## src/rtl/bridge_rdata_fifo_if.sv

```systemverilog
// ---------------------------------------------------------------------------
// bridge_rdata_fifo_if
// Bundles the OBI read-beat input, the register-block control strobes and the
// FIFO status outputs of bridge_rdata_fifo.
//   slave  : the FIFO side (takes beats/strobes, drives data and status)
//   master : the bridge / register-block side
// Signals:
//   obi_rvalid_i, obi_rdata_i : read beat from the OBI bridge
//   pop_i, clear_i            : consume head word / flush, from register block
//   rdata_o                   : head word (valid while empty_o is 0)
//   empty_o, full_o, count_o  : occupancy
//   overflow_o, underflow_o   : sticky error flags
// ---------------------------------------------------------------------------
interface bridge_rdata_fifo_if #(
    parameter int pDATA_WIDTH = 32,
    parameter int pDEPTH_LOG2 = 4
);
    logic                   obi_rvalid_i;
    logic [pDATA_WIDTH-1:0] obi_rdata_i;
    logic                   pop_i;
    logic                   clear_i;
    logic [pDATA_WIDTH-1:0] rdata_o;
    logic                   empty_o;
    logic                   full_o;
    logic [pDEPTH_LOG2:0]   count_o;
    logic                   overflow_o;
    logic                   underflow_o;

    modport master (
        output obi_rvalid_i, obi_rdata_i, pop_i, clear_i,
        input  rdata_o, empty_o, full_o, count_o, overflow_o, underflow_o
    );

    modport slave (
        input  obi_rvalid_i, obi_rdata_i, pop_i, clear_i,
        output rdata_o, empty_o, full_o, count_o, overflow_o, underflow_o
    );
endinterface

```

## src/rtl/bridge_rdata_fifo.sv

```systemverilog
// ---------------------------------------------------------------------------
// bridge_rdata_fifo
// First-word-fall-through buffer for OBI read-data beats returned by the
// bridge. The host drains it one word per register read via pop_i.
// Ports:
//   clk     : single clock domain (HEEP clock)
//   reset_i : synchronous, active-high reset
//   bus     : bridge_rdata_fifo_if.slave (beats, pop/clear, data, status)
// Array contents are never reset; only pointers, count and flags are.
// ---------------------------------------------------------------------------
module bridge_rdata_fifo #(
    parameter int pDATA_WIDTH = 32,
    parameter int pDEPTH_LOG2 = 4
) (
    input  logic              clk,
    input  logic              reset_i,
    bridge_rdata_fifo_if.slave bus
);
    localparam int                     lpDEPTH    = 1 << pDEPTH_LOG2;
    localparam logic [pDEPTH_LOG2:0]   lpFULL     = lpDEPTH[pDEPTH_LOG2:0];
    localparam logic [pDEPTH_LOG2:0]   lpCNT_ONE  = 1;
    localparam logic [pDEPTH_LOG2-1:0] lpPTR_ONE  = 1;

    logic [pDATA_WIDTH-1:0] r_mem [lpDEPTH];
    logic [pDEPTH_LOG2-1:0] r_wptr;
    logic [pDEPTH_LOG2-1:0] r_rptr;
    logic [pDEPTH_LOG2:0]   r_count;
    logic                   r_overflow;
    logic                   r_underflow;

    logic w_full;
    logic w_empty;
    logic w_push;
    logic w_pop;
    logic w_drop;
    logic w_under;

    assign w_full  = (r_count == lpFULL);
    assign w_empty = (r_count == '0);

    // A pop in the same cycle frees the slot, so a full FIFO still accepts.
    assign w_push  = bus.obi_rvalid_i && (!w_full || bus.pop_i);
    assign w_pop   = bus.pop_i && !w_empty;
    assign w_drop  = bus.obi_rvalid_i && w_full && !bus.pop_i;
    assign w_under = bus.pop_i && w_empty;

    // Storage: no reset. When full with a concurrent pop, wptr == rptr; the
    // head is read combinationally before the edge overwrites that slot.
    always_ff @(posedge clk) begin
        if (w_push && !bus.clear_i && !reset_i) begin
            r_mem[r_wptr] <= bus.obi_rdata_i;
        end
    end

    always_ff @(posedge clk) begin
        if (reset_i || bus.clear_i) begin
            r_wptr      <= '0;
            r_rptr      <= '0;
            r_count     <= '0;
            r_overflow  <= 1'b0;
            r_underflow <= 1'b0;
        end else begin
            if (w_push) r_wptr <= r_wptr + lpPTR_ONE;
            if (w_pop)  r_rptr <= r_rptr + lpPTR_ONE;
            case ({w_push, w_pop})
                2'b10:   r_count <= r_count + lpCNT_ONE;
                2'b01:   r_count <= r_count - lpCNT_ONE;
                default: r_count <= r_count;
            endcase
            if (w_drop)  r_overflow  <= 1'b1;
            if (w_under) r_underflow <= 1'b1;
        end
    end

    assign bus.rdata_o     = r_mem[r_rptr];
    assign bus.empty_o     = w_empty;
    assign bus.full_o      = w_full;
    assign bus.count_o     = r_count;
    assign bus.overflow_o  = r_overflow;
    assign bus.underflow_o = r_underflow;
endmodule
```

## src/flat_wrapper.sv

```systemverilog
// flat-port wrapper written by rule: the top's interface ports become plain ports
module bridge_rdata_fifo_flat 
#(
    parameter int pDATA_WIDTH = 32,
    parameter int pDEPTH_LOG2 = 4
)
  (clk, reset_i, bus_obi_rvalid_i, bus_obi_rdata_i, bus_pop_i, bus_clear_i, bus_rdata_o, bus_empty_o, bus_full_o, bus_count_o, bus_overflow_o, bus_underflow_o);
  bridge_rdata_fifo_if #(.pDATA_WIDTH(pDATA_WIDTH), .pDEPTH_LOG2(pDEPTH_LOG2)) bus_i ();
  input  logic clk;
  input  logic reset_i;
  input wire logic [$bits(bus_i.obi_rvalid_i)-1:0] bus_obi_rvalid_i;
  input wire logic [$bits(bus_i.obi_rdata_i)-1:0] bus_obi_rdata_i;
  input wire logic [$bits(bus_i.pop_i)-1:0] bus_pop_i;
  input wire logic [$bits(bus_i.clear_i)-1:0] bus_clear_i;
  output wire logic [$bits(bus_i.rdata_o)-1:0] bus_rdata_o;
  output wire logic [$bits(bus_i.empty_o)-1:0] bus_empty_o;
  output wire logic [$bits(bus_i.full_o)-1:0] bus_full_o;
  output wire logic [$bits(bus_i.count_o)-1:0] bus_count_o;
  output wire logic [$bits(bus_i.overflow_o)-1:0] bus_overflow_o;
  output wire logic [$bits(bus_i.underflow_o)-1:0] bus_underflow_o;
  assign bus_i.obi_rvalid_i = bus_obi_rvalid_i;
  assign bus_i.obi_rdata_i = bus_obi_rdata_i;
  assign bus_i.pop_i = bus_pop_i;
  assign bus_i.clear_i = bus_clear_i;
  assign bus_rdata_o = bus_i.rdata_o;
  assign bus_empty_o = bus_i.empty_o;
  assign bus_full_o = bus_i.full_o;
  assign bus_count_o = bus_i.count_o;
  assign bus_overflow_o = bus_i.overflow_o;
  assign bus_underflow_o = bus_i.underflow_o;
  bridge_rdata_fifo #(.pDATA_WIDTH(pDATA_WIDTH), .pDEPTH_LOG2(pDEPTH_LOG2)) u_core (.clk(clk), .reset_i(reset_i), .bus(bus_i));
endmodule
```

## config.mk

```make
export PLATFORM = sky130hd
export DESIGN_NAME = bridge_rdata_fifo_flat
export DESIGN_NICKNAME = d
export VERILOG_FILES = /design/src/rtl/bridge_rdata_fifo_if.sv /design/src/rtl/bridge_rdata_fifo.sv /design/src/flat_wrapper.sv
export SDC_FILE = /design/constraint.sdc
export NUM_CORES = 1
export LEC_CHECK = 0
export BUFFER_PORTS_ARGS = -buffer_cell sky130_fd_sc_hd__buf_2
export CAP_MARGIN = 20
export CORE_UTILIZATION = 35
export DETAILED_ROUTE_END_ITERATION = 7
export SKIP_LAST_GASP = 1
export SYNTH_ARGS = -nofsm -noshare
export SYNTH_HDL_FRONTEND = slang
export SYNTH_SLANG_ARGS = --single-unit
```

## constraint.sdc

```tcl
create_clock -name clk -period 2.8 [get_ports clk]
set_input_delay 0.42 -clock clk [delete_from_list [all_inputs] [get_ports clk]]
set_output_delay 0.42 -clock clk [all_outputs]
set_load 0.1 [all_outputs]
```

==> run summary, run 1 <==
The run finished, with violations left. The checks that failed: negative setup slack. The dominant combinational cell family by area after synthesis was multiplexers. The fill cell instance count of the final layout was 4899.

The slew at the pin closest to its max-slew limit was 601.0 ps. The tools report the termination of the worst setup path as bus_rdata_o[2]. The clock reaches the later pin of the worst-skew pair after 620 ps. The worst setup path is captured at a primary output. Post-layout worst setup margin: -263.8 ps. Relative to the synthesized area, the layout overhead comes to 22.13%. The sum of negative setup slack is -6793 ps, and the maximum cell stage delay along the critical path is 560 ps. The count of nets left with antenna violations once routing finished came out at 0. The endpoint identified for the worst register-to-register timing path is u_core.bus.count_o[2].

After detailed routing, the total wire length is 44180 um. The maximum number of pins on one net before global-route repair was 58; the final routed wire length divided by cell count was 24.46 um. The net switching component of the power is 3.391 mW, and the static power due to leakage is 7.700 nW. The run gives 7 as the first-pass iteration count of the detailed router.

The average footprint of a synthesized cell works out to 24.50 um2. The flip-flop and latch count after synthesis works out to 531. The share of cells above drive strength 1 works out to 0.4044. The adder-cell area share of the yosys netlist was 0.004905; the proportion of power drawn by flip-flops and latches was 0.522. The switching power as a share of total power works out to 0.2029. The cell at the root of the clock tree was clkbuf_16. TritonCTS built the clock tree. Detailed placement finished with a half-perimeter wire length of 24090 um. The worst setup path is launched from a register.

Data arrives at the worst endpoint at 2640 ps. The number of buffers created by CTS was 53. Grouping stages by cell kind, the critical path spends the most delay in multiplexers. Largest vdd supply drop: 484.9 uV. The critical path depth in cells was 6. For the overall global routing resource usage, the log shows 0.1500.

Cell taking the most area after synthesis: edfxtp_1. Walking the worst path, the cells encountered are buf_12 -> buf_12 -> buf_16 -> mux4_2 -> mux4_2 -> buf_12. The die width came out at 243.5 um.

The number of design-rule violations left by the first detailed-router iteration is 855. The final core area utilization is 0.4319. The count of synthesis-stage warnings from yosys came out at 0. The run gives 3 as the buffer levels on the longest clock path. Across the whole layout, storage elements account for 15780 um2. The clock net in this run drives a total of 531 sinks. Clock-pin slew was measured on the worst setup and hold paths at 60 ps. The max-slew violation count is 0, and the final worst clock skew is 31.73 ps. The total internal power is 13.32 mW. The number of antenna diodes in the final layout is 0. Dividing total power by cell area gives a power density of 670.7 nW/um2. Pin placement for this block handled 78 I/O pins. Slowest library cell on the worst path: mux4_2.

The number of failing setup endpoints in the final timing report was 32. The first-pass GRT wire length is 64710 um. The relative contribution of combinational cells to total power is 0.042, and the number of antenna violations at the first check in global routing is 2. In this run the register-to-register setup slack is 230 ps. Counting every instance in the synthesized netlist gives 833. Die area: 59270 um2.

The portion of synthesized cell area occupied by the leading cell type is 0.7534, and the xor and xnor fraction of the mapped netlist area is 0.003434. The effective utilization at floorplan was 0.3537; the DRC violations left was 0. The startpoint identified for the worst register-to-register timing path is u_core.bus.count_o[3].

STA puts the critical path data required time at 2380 ps. The compound-gate portion of the synthesized area was 0.007297; the worst slack on hold paths was 110.9 ps. The run gives 0 as the overflow left after global routing.

The part of the power in the clock network is 0.435, and the maximum clock frequency is 326.4 MHz. The worst slew margin relative to its limit came out at 0.5984. By instance count, the cell type seen most on the critical path is buf_12.

The ratio of routed vias to standard cells was 5.107. The number of H-tree levels is 2. The post-route minimum period came out at 3064 ps. Sorting the synthesized cells by area gives the leading types as edfxtp_1, mux4_2, dfxtp_1, buf_6, mux4_1. The tool flagged a number of max-cap violations equal to 0. For the worst flop-to-flop path, the logic depth is 10.

The maximum fanout along the worst path came out at 7. The congestion estimate from routability-driven global placement came to 0.7239. The synthesized netlist occupies a cell area of 20410 um2.

The chip height was 243.5 um. The ratio of final minimum period to clock period is 1.094, and the row count is 88. The synthesized-area fraction occupied by and/or/nand/nor cells was 0.01404.

The worst setup path is of the reg2out kind. The portion of the post-synthesis area used by sequential elements is 0.7721. The number of global-route vias before repair is 9737.

Setup repair after global routing could not meet its margin everywhere. The number of nets in the final layout was 1045. The number of buffer and inverter instances along the worst setup path works out to 4.

The cell depth of the worst min-delay path is 3. The final hold violation count was 0. Summing all multi-input logic gate instances after layout gives 4403 um2. Synthesized net count: 878.

In this run the tool buffered the top-level ports with 77 buffer cells. The min-delay analysis places its worst path in the category in2reg. The via count of the routed design was 9223; the area of the core was 57700 um2. For the count of distinct cell types in the synthesized netlist, the log shows 35.

The mux cell area share after synthesis was 0.1797. In this run, post-CTS hold repair placed 0 buffers.
[kinds of logic (layout without fill, tap and decap cells)]
family / count (synthesis) / count (layout)
fa+ha+maj: 8 / 8
compound gates: 18 / 18
buf+inv: 44 / 252
mux: 164 / 164
flops: 531 / 531
xor+xnor: 8 / 8
simple gates: 60 / 60
[power by group through the flow]
stage / sequential (mW) / clock (mW) / combinational (mW)
after detailed placement: 8.90 / 0 / 0.604
after floorplan: 8.93 / 0 / 0.371
after global routing: 8.73 / 7.72 / 0.749
final: 8.73 / 7.27 / 0.710
after CTS: 8.73 / 7.43 / 0.701
after global placement: 8.90 / 0 / 0.597
[sequential cells by signal (all words and copies together) (netlist names), named ones only]
name	flops
u_core.bus.count_o	5
u_core.bus.overflow_o	1
u_core.bus.underflow_o	1
u_core.r_mem	512
u_core.r_rptr	4
u_core.r_wptr	4
[cells in the mapped netlist (all sizes together)]
library cell  number
inv                4
or4                1
ha                 8
o311ai             1
a41oi              2
xor2               7
or3b               1
o21ai              3
mux4             160
edfxtp           512
nand3b             4
nand2              7
nor2              30
buf               27
clkbuf            13
nand3              7
nand4b             1
mux2i              4
dfxtp             19
or2                1
o211ai             1
a21oi              7
o21a               2
nor3               3
or3                5
xnor2              1
o31ai              2
[repair_timing]
action,in CTS,in global routing
pin swaps,0,0
buffers inserted,11,3
cloned,8,3
gates resized for setup,113,11
setup endpoints to repair,32,34
[metrics by stage]
step	area [um2]	setup WS, ps	power, mW	instances
2_1_floorplan	20500	-37.84	9.297	833
3_3_place_gp	22270	120.2	9.498	1686
3_5_place_dp	22270	89.17	9.506	1686
4_1_cts	24780	-290.3	16.86	1800
5_1_grt	24920	-323.1	17.20	1806
6_report	24920	-263.8	16.71	1806
[layout by cell type, fill, tap and decap left out, drive strengths merged]
| cell type | count |
|---|---|
| bufinv | 9 |
| inv | 5 |
| a41oi | 2 |
| or2 | 1 |
| nand4b | 1 |
| o311ai | 1 |
| clkbuf | 62 |
| nand2 | 7 |
| a21oi | 7 |
| o211ai | 1 |
| nor3 | 3 |
| o21a | 2 |
| dfxtp | 19 |
| or3b | 1 |
| buf | 149 |
| mux2i | 4 |
| o21ai | 3 |
| mux4 | 160 |
| ha | 8 |
| xnor2 | 1 |
| nand3 | 7 |
| xor2 | 7 |
| clkinv | 27 |
| or4 | 1 |
| o31ai | 2 |
| or3 | 5 |
| nand3b | 4 |
| nor2 | 30 |
| edfxtp | 512 |
[layer usage]
metal / vias to the layer above / part of all wire / global-route usage
met4: 4 / 0.019 / 0.04273
met3: 65 / 0.047 / 0.02468
li1: 3927 / - / -
met1: 5014 / 0.44 / 0.2072
met2: 213 / 0.50 / 0.2453
met5: - / 0.00061 / 0
[tightest hold or removal path, delay by kind of cell]
kind / cells / cell delay [ps]
buf+inv: 1 / 90
mux: 1 / 50
simple gates: 1 / 90
[final cells by class]
cell class                 count  area share
sequential                   531      0.6332
clock buffer                  59     0.05498
multi-input combinational    258      0.1767
clock inverter                37     0.01702
timing repair buffer         152     0.07907
tap                          765     0.03841
inverter                       4   0.0006025
[worst min-delay path by stage]
stage	start	to	slack, ps
6_report	bus_clear_i	u_core.bus.count_o[3]	110
5_1_grt	bus_clear_i	u_core.bus.count_o[3]	120
4_1_cts	bus_clear_i	u_core.bus.count_o[3]	80
3_5_place_dp	u_core.bus.overflow_o	u_core.bus.overflow_o	460
3_3_place_gp	u_core.bus.overflow_o	u_core.bus.overflow_o	450
2_1_floorplan	u_core.r_wptr[1]	u_core.r_wptr[1]	480
Note: power is estimated with default switching activity, not from simulation.
==> run 2: changes to the inputs <==
--- a/config.mk
+++ b/config.mk
@@ -5,6 +5,7 @@
 export SDC_FILE = /design/constraint.sdc
 export NUM_CORES = 1
 export LEC_CHECK = 0
+export ABC_AREA = 1
 export BUFFER_PORTS_ARGS = -buffer_cell sky130_fd_sc_hd__buf_2
 export CAP_MARGIN = 20
 export CORE_UTILIZATION = 35
==> run 2 against run 1 <==
  * Synthesized cell count increased by 110%
  * Utilization decreased by 1.9 points
  * Global-route usage increased by 0.97 points
  * The run now ends clean
  * Via count increased by 46%
  * Sequential power increased by 0.6%
  * Combinational power increased to 2.7 times the previous value
  * Critical path depth increased by 2
  * Design area increased by 2.8%
==> run summary, run 2 <==
The portion of synthesized cell area occupied by the leading cell type was 0.6993 (was 0.7534). The total power density per cell area is 678.4 nW/um2 (was 670.7 nW/um2), and the die width is 252.6 um (was 243.5 um). The sum of negative setup slack was 0 ps (was -6793 ps).

The number of flops mapped to enable cells by yosys is 512 (unchanged), and the quantity of I/O buffers inserted on ports is 77 (unchanged). The final routed wire length divided by cell count works out to 18.63 um (was 24.46 um). The placement-stage worst setup slack is 382.2 ps (was 89.17 ps), and the average footprint of a synthesized cell is 12.44 um2 (was 24.50 um2). For the maximum number of pins on one net before global-route repair, the log shows 69 (was 58).

The tools report the number of buffers created by CTS as 53 (unchanged). The slew at the pin closest to its max-slew limit came out at 661.6 ps (was 601.0 ps). The number of failing setup endpoints in the final timing report is 0 (was 32). The buffer levels on the longest clock path is 3 (unchanged). The tools report the row count as 91 (was 88). The chip height was 252.6 um (was 243.5 um).

For the final non-filler cell total, the log shows 2733 (was 1806). The net switching component of the power is 4.312 mW (was 3.391 mW). The final worst clock skew came out at 11.69 ps (was 31.73 ps).

The tools report the kind of end point of the critical path as a primary output (unchanged). The cell at the root of the clock tree is clkbuf_16 (unchanged). The run gives 2300 ps (was 2640 ps) as the worst path arrival time.

The most common library cell in the layout ignoring fill and taps was edfxtp_1 (unchanged). The HPWL after detailed placement is 25690 um (was 24090 um), and the fraction of synthesis flops using an asynchronous set or reset pin is 0 (unchanged). The tools report the count of synthesis-stage warnings from yosys as 0 (unchanged). For the synthesized net count, the log shows 1812 (was 878).

The worst slew margin relative to its limit came out at 0.5589 (was 0.5984). Cell taking the most area after synthesis: edfxtp_1 (unchanged). The first-pass iteration count of the detailed router was 5 (was 7); the post-route minimum period was 2724 ps (was 3064 ps). The post-layout worst setup margin was 75.77 ps (was -263.8 ps); the die area was 63820 um2 (was 59270 um2).

The effective utilization at floorplan was 0.3550 (was 0.3537). The via count of the routed design is 13470 (was 9223), and the maximum fanout along the worst path is 52 (was 7). The post-route cell area was 25610 um2 (was 24920 um2). For the total of hold buffers inserted after clock tree synthesis, the log shows 0 (unchanged). Sequence of cells on the critical path: buf_16 -> buf_4 -> nand2_1 -> o211ai_1 -> nand3_1 -> nand3_1 -> nand2_1 -> buf_12 (was buf_12 -> buf_12 -> buf_16 -> mux4_2 -> mux4_2 -> buf_12). The number of flip-flops under the largest register name was 512 (unchanged); the overall global routing resource usage was 0.1597 (was 0.1500). The slack of the worst reg-to-reg path is 420 ps (was 230 ps), and the I/O pin count is 78 (unchanged). The static power due to leakage is 8.958 nW (was 7.700 nW). Commonest cells after routing, fill and taps aside: edfxtp_1, inv_1, nand3_1, nand2_1, a21oi_1 (was edfxtp_1, mux4_2, clkbuf_16, buf_2, buf_12).

The final weighted congestion of routability-driven global placement was 0.7427 (was 0.7239). Library cell with the highest instance count after synthesis: edfxtp_1 (unchanged). Flip-flop cell with the highest count after synthesis: edfxtp_1 (unchanged). The post-synthesis instance area is 21990 um2 (was 20410 um2). The number of sinks driven by the clock tree came out at 531 (unchanged). Maximum clock frequency: 367.1 MHz (was 326.4 MHz).

The run finished with clean final reports. The number of maximum-capacitance violations is 0 (unchanged). For the placed cell count, the log shows 2622 (was 1686). The portion of the post-synthesis area used by sequential elements is 0.7166 (was 0.7721), and the switching power as a share of total power is 0.2482 (was 0.2029). The ratio of routed vias to standard cells is 4.929 (was 5.107), and the share of cells above drive strength 1 is 0.1240 (was 0.4044).

Setup repair after global routing could not meet its margin everywhere. Count of distinct cell types in the synthesized netlist: 27 (was 35). The total internal power came out at 13.06 mW (was 13.32 mW).

TritonCTS built the clock tree. For the first-pass GRT wire length, the log shows 77020 um (was 64710 um). The run gives 0.385 (was 0.435) as the part of the power in the clock network. The clock input transition at the sequential cells of the worst setup and hold paths was 60 ps (about the same). For the data required time at the worst endpoint, the log shows 2380 ps (about the same).

The final hold violation count was 0 (unchanged); the DRC violations left was 0 (unchanged). The largest vdd supply drop is 475.0 uV (was 484.9 uV), and the flip-flop and latch count after synthesis is 531 (unchanged). The maximum cell stage delay along the critical path came out at 470 ps (was 560 ps). Synth area leaders: edfxtp_1, inv_1, nand3_1, o211ai_1, nand2_1 (was edfxtp_1, mux4_2, dfxtp_1, buf_6, mux4_1). The critical path's top delay family was buffers and inverters (was multiplexers). The class of the most critical setup path is reg2out (unchanged).

The run gives 1231 (was 855) as the number of design-rule violations left by the first detailed-router iteration. The area of the core was 61940 um2 (was 57700 um2). The logs give 2 (unchanged) for the number of H-tree levels and 590 ps (was 620 ps) for the latest clock arrival within the worst-skew pair.

For the power after layout, the log shows 17.37 mW (was 16.71 mW). The run gives 50910 um (was 44180 um) as the total detailed-routing wirelength. For the proportion of power drawn by flip-flops and latches, the log shows 0.505 (was 0.522). Path type of the worst min-delay path: in2reg (unchanged). The tools report the number of global-route vias before repair as 12880 (was 9737).

Commonest cells in the synthesized netlist: edfxtp_1, inv_1, nand3_1 (was edfxtp_1, mux4_2, nor2_1). The max-slew violation count is 0 (unchanged), and the area growth from synthesis to layout is 16.48% (was 22.13%). The most flop-heavy register was u_core.r_mem (unchanged). The number of buffer and inverter instances along the worst setup path came out at 3 (was 4).

The overflow left after global routing was 0 (unchanged). The type of element launching the critical path was a register (unchanged). The tools report the count of mapped cells out of synthesis as 1767 (was 833). The fill cell instance count of the final layout was 5762 (was 4899).

The slowest library cell on the worst path is dfxtp_4 (was mux4_2). The post-placement cell area is 23790 um2 (was 22270 um2). The number of nets in the final layout was 1896 (was 1045); the count of antenna-violating nets left after detailed routing was 0 (unchanged). The number of antenna violations at the first check in global routing is 3 (was 2). The ratio of final minimum period to clock period is 0.9729 (was 1.094), and the relative contribution of combinational cells to total power is 0.110 (was 0.042).
## run 2: final timing paths
kind,startpoint,cells after the start,endpoint
min reg2reg,u_core.bus.overflow_o,2,u_core.bus.overflow_o
max,register,8,bus_rdata_o[11]
max reg2reg,u_core.bus.count_o[3],16,u_core.bus.count_o[4]
min,bus_pop_i,3,u_core.bus.underflow_o
## run 2: cell type report
cell class / instances / area (um2) / share of cell area
tap: 837 / 1047 / 0.04089
multi-input combinational: 848 / 4508 / 0.1760
inverter: 281 / 1055 / 0.04119
timing repair buffer: 136 / 1595 / 0.06230
clock inverter: 33 / 241.5 / 0.009430
antenna: 1 / 2.502 / 0.00009772
clock buffer: 66 / 1375 / 0.05370
sequential: 531 / 15780 / 0.6164
## run 2: kinds of logic (layout without fill, tap and decap cells)
logic type / Yosys count / in the layout / synth area share
fa+ha+maj: 8 / 8 / 0.004553
compound gates: 403 / 403 / 0.1064
other cells: 0 / 1 / 0
simple gates: 431 / 431 / 0.08593
xor+xnor: 6 / 6 / 0.002390
buf+inv: 388 / 516 / 0.08417
flops: 531 / 531 / 0.7166
## run 2: worst reg2reg max path: cells and delay by family, from the launching register on
kind | cells | cell delay [ps]
adders and majority gates | 2 | 480
buffers and inverters | 3 | 250
DFF | 1 | 360
and+or+nand+nor | 11 | 1200
## run 2: stage by stage
| stage | hold WS (ps) | utilization |
|---|---|---|
| 2_1_floorplan | 467.5 | - |
| 3_3_place_gp | 446.5 | 0.3840 |
| 3_5_place_dp | 465.5 | 0.3840 |
| 4_1_cts | 65.29 | 0.4112 |
| 5_1_grt | 99.12 | 0.4134 |
| 6_report | 96.18 | 0.4134 |
## run 2: timing repair
action / in CTS / in global routing
setup buffers: 4 / 6
gates resized for setup: 6 / 16
pin swaps: 0 / 0
gates cloned: 0 / 1
endpoints found under the setup margin: 30 / 28
## run 2: power groups by stage
stage,registers [mW],logic [mW],clock network (mW)
floorplan,9.00,1.31,0
global placement,8.96,1.80,0
detailed placement,8.96,1.83,0
CTS,8.78,1.87,6.85
global route,8.78,2.06,7.13
finish,8.78,1.91,6.69
## run 2: routing by layer
metal  vias to the layer above  global-route usage  part of all wire
li1                       6412                   -                 -
met1                      6660              0.2132              0.44
met2                       318              0.2649              0.49
met4                         2             0.04606             0.022
met5                         -                   0           0.00018
met3                        80             0.02925             0.052
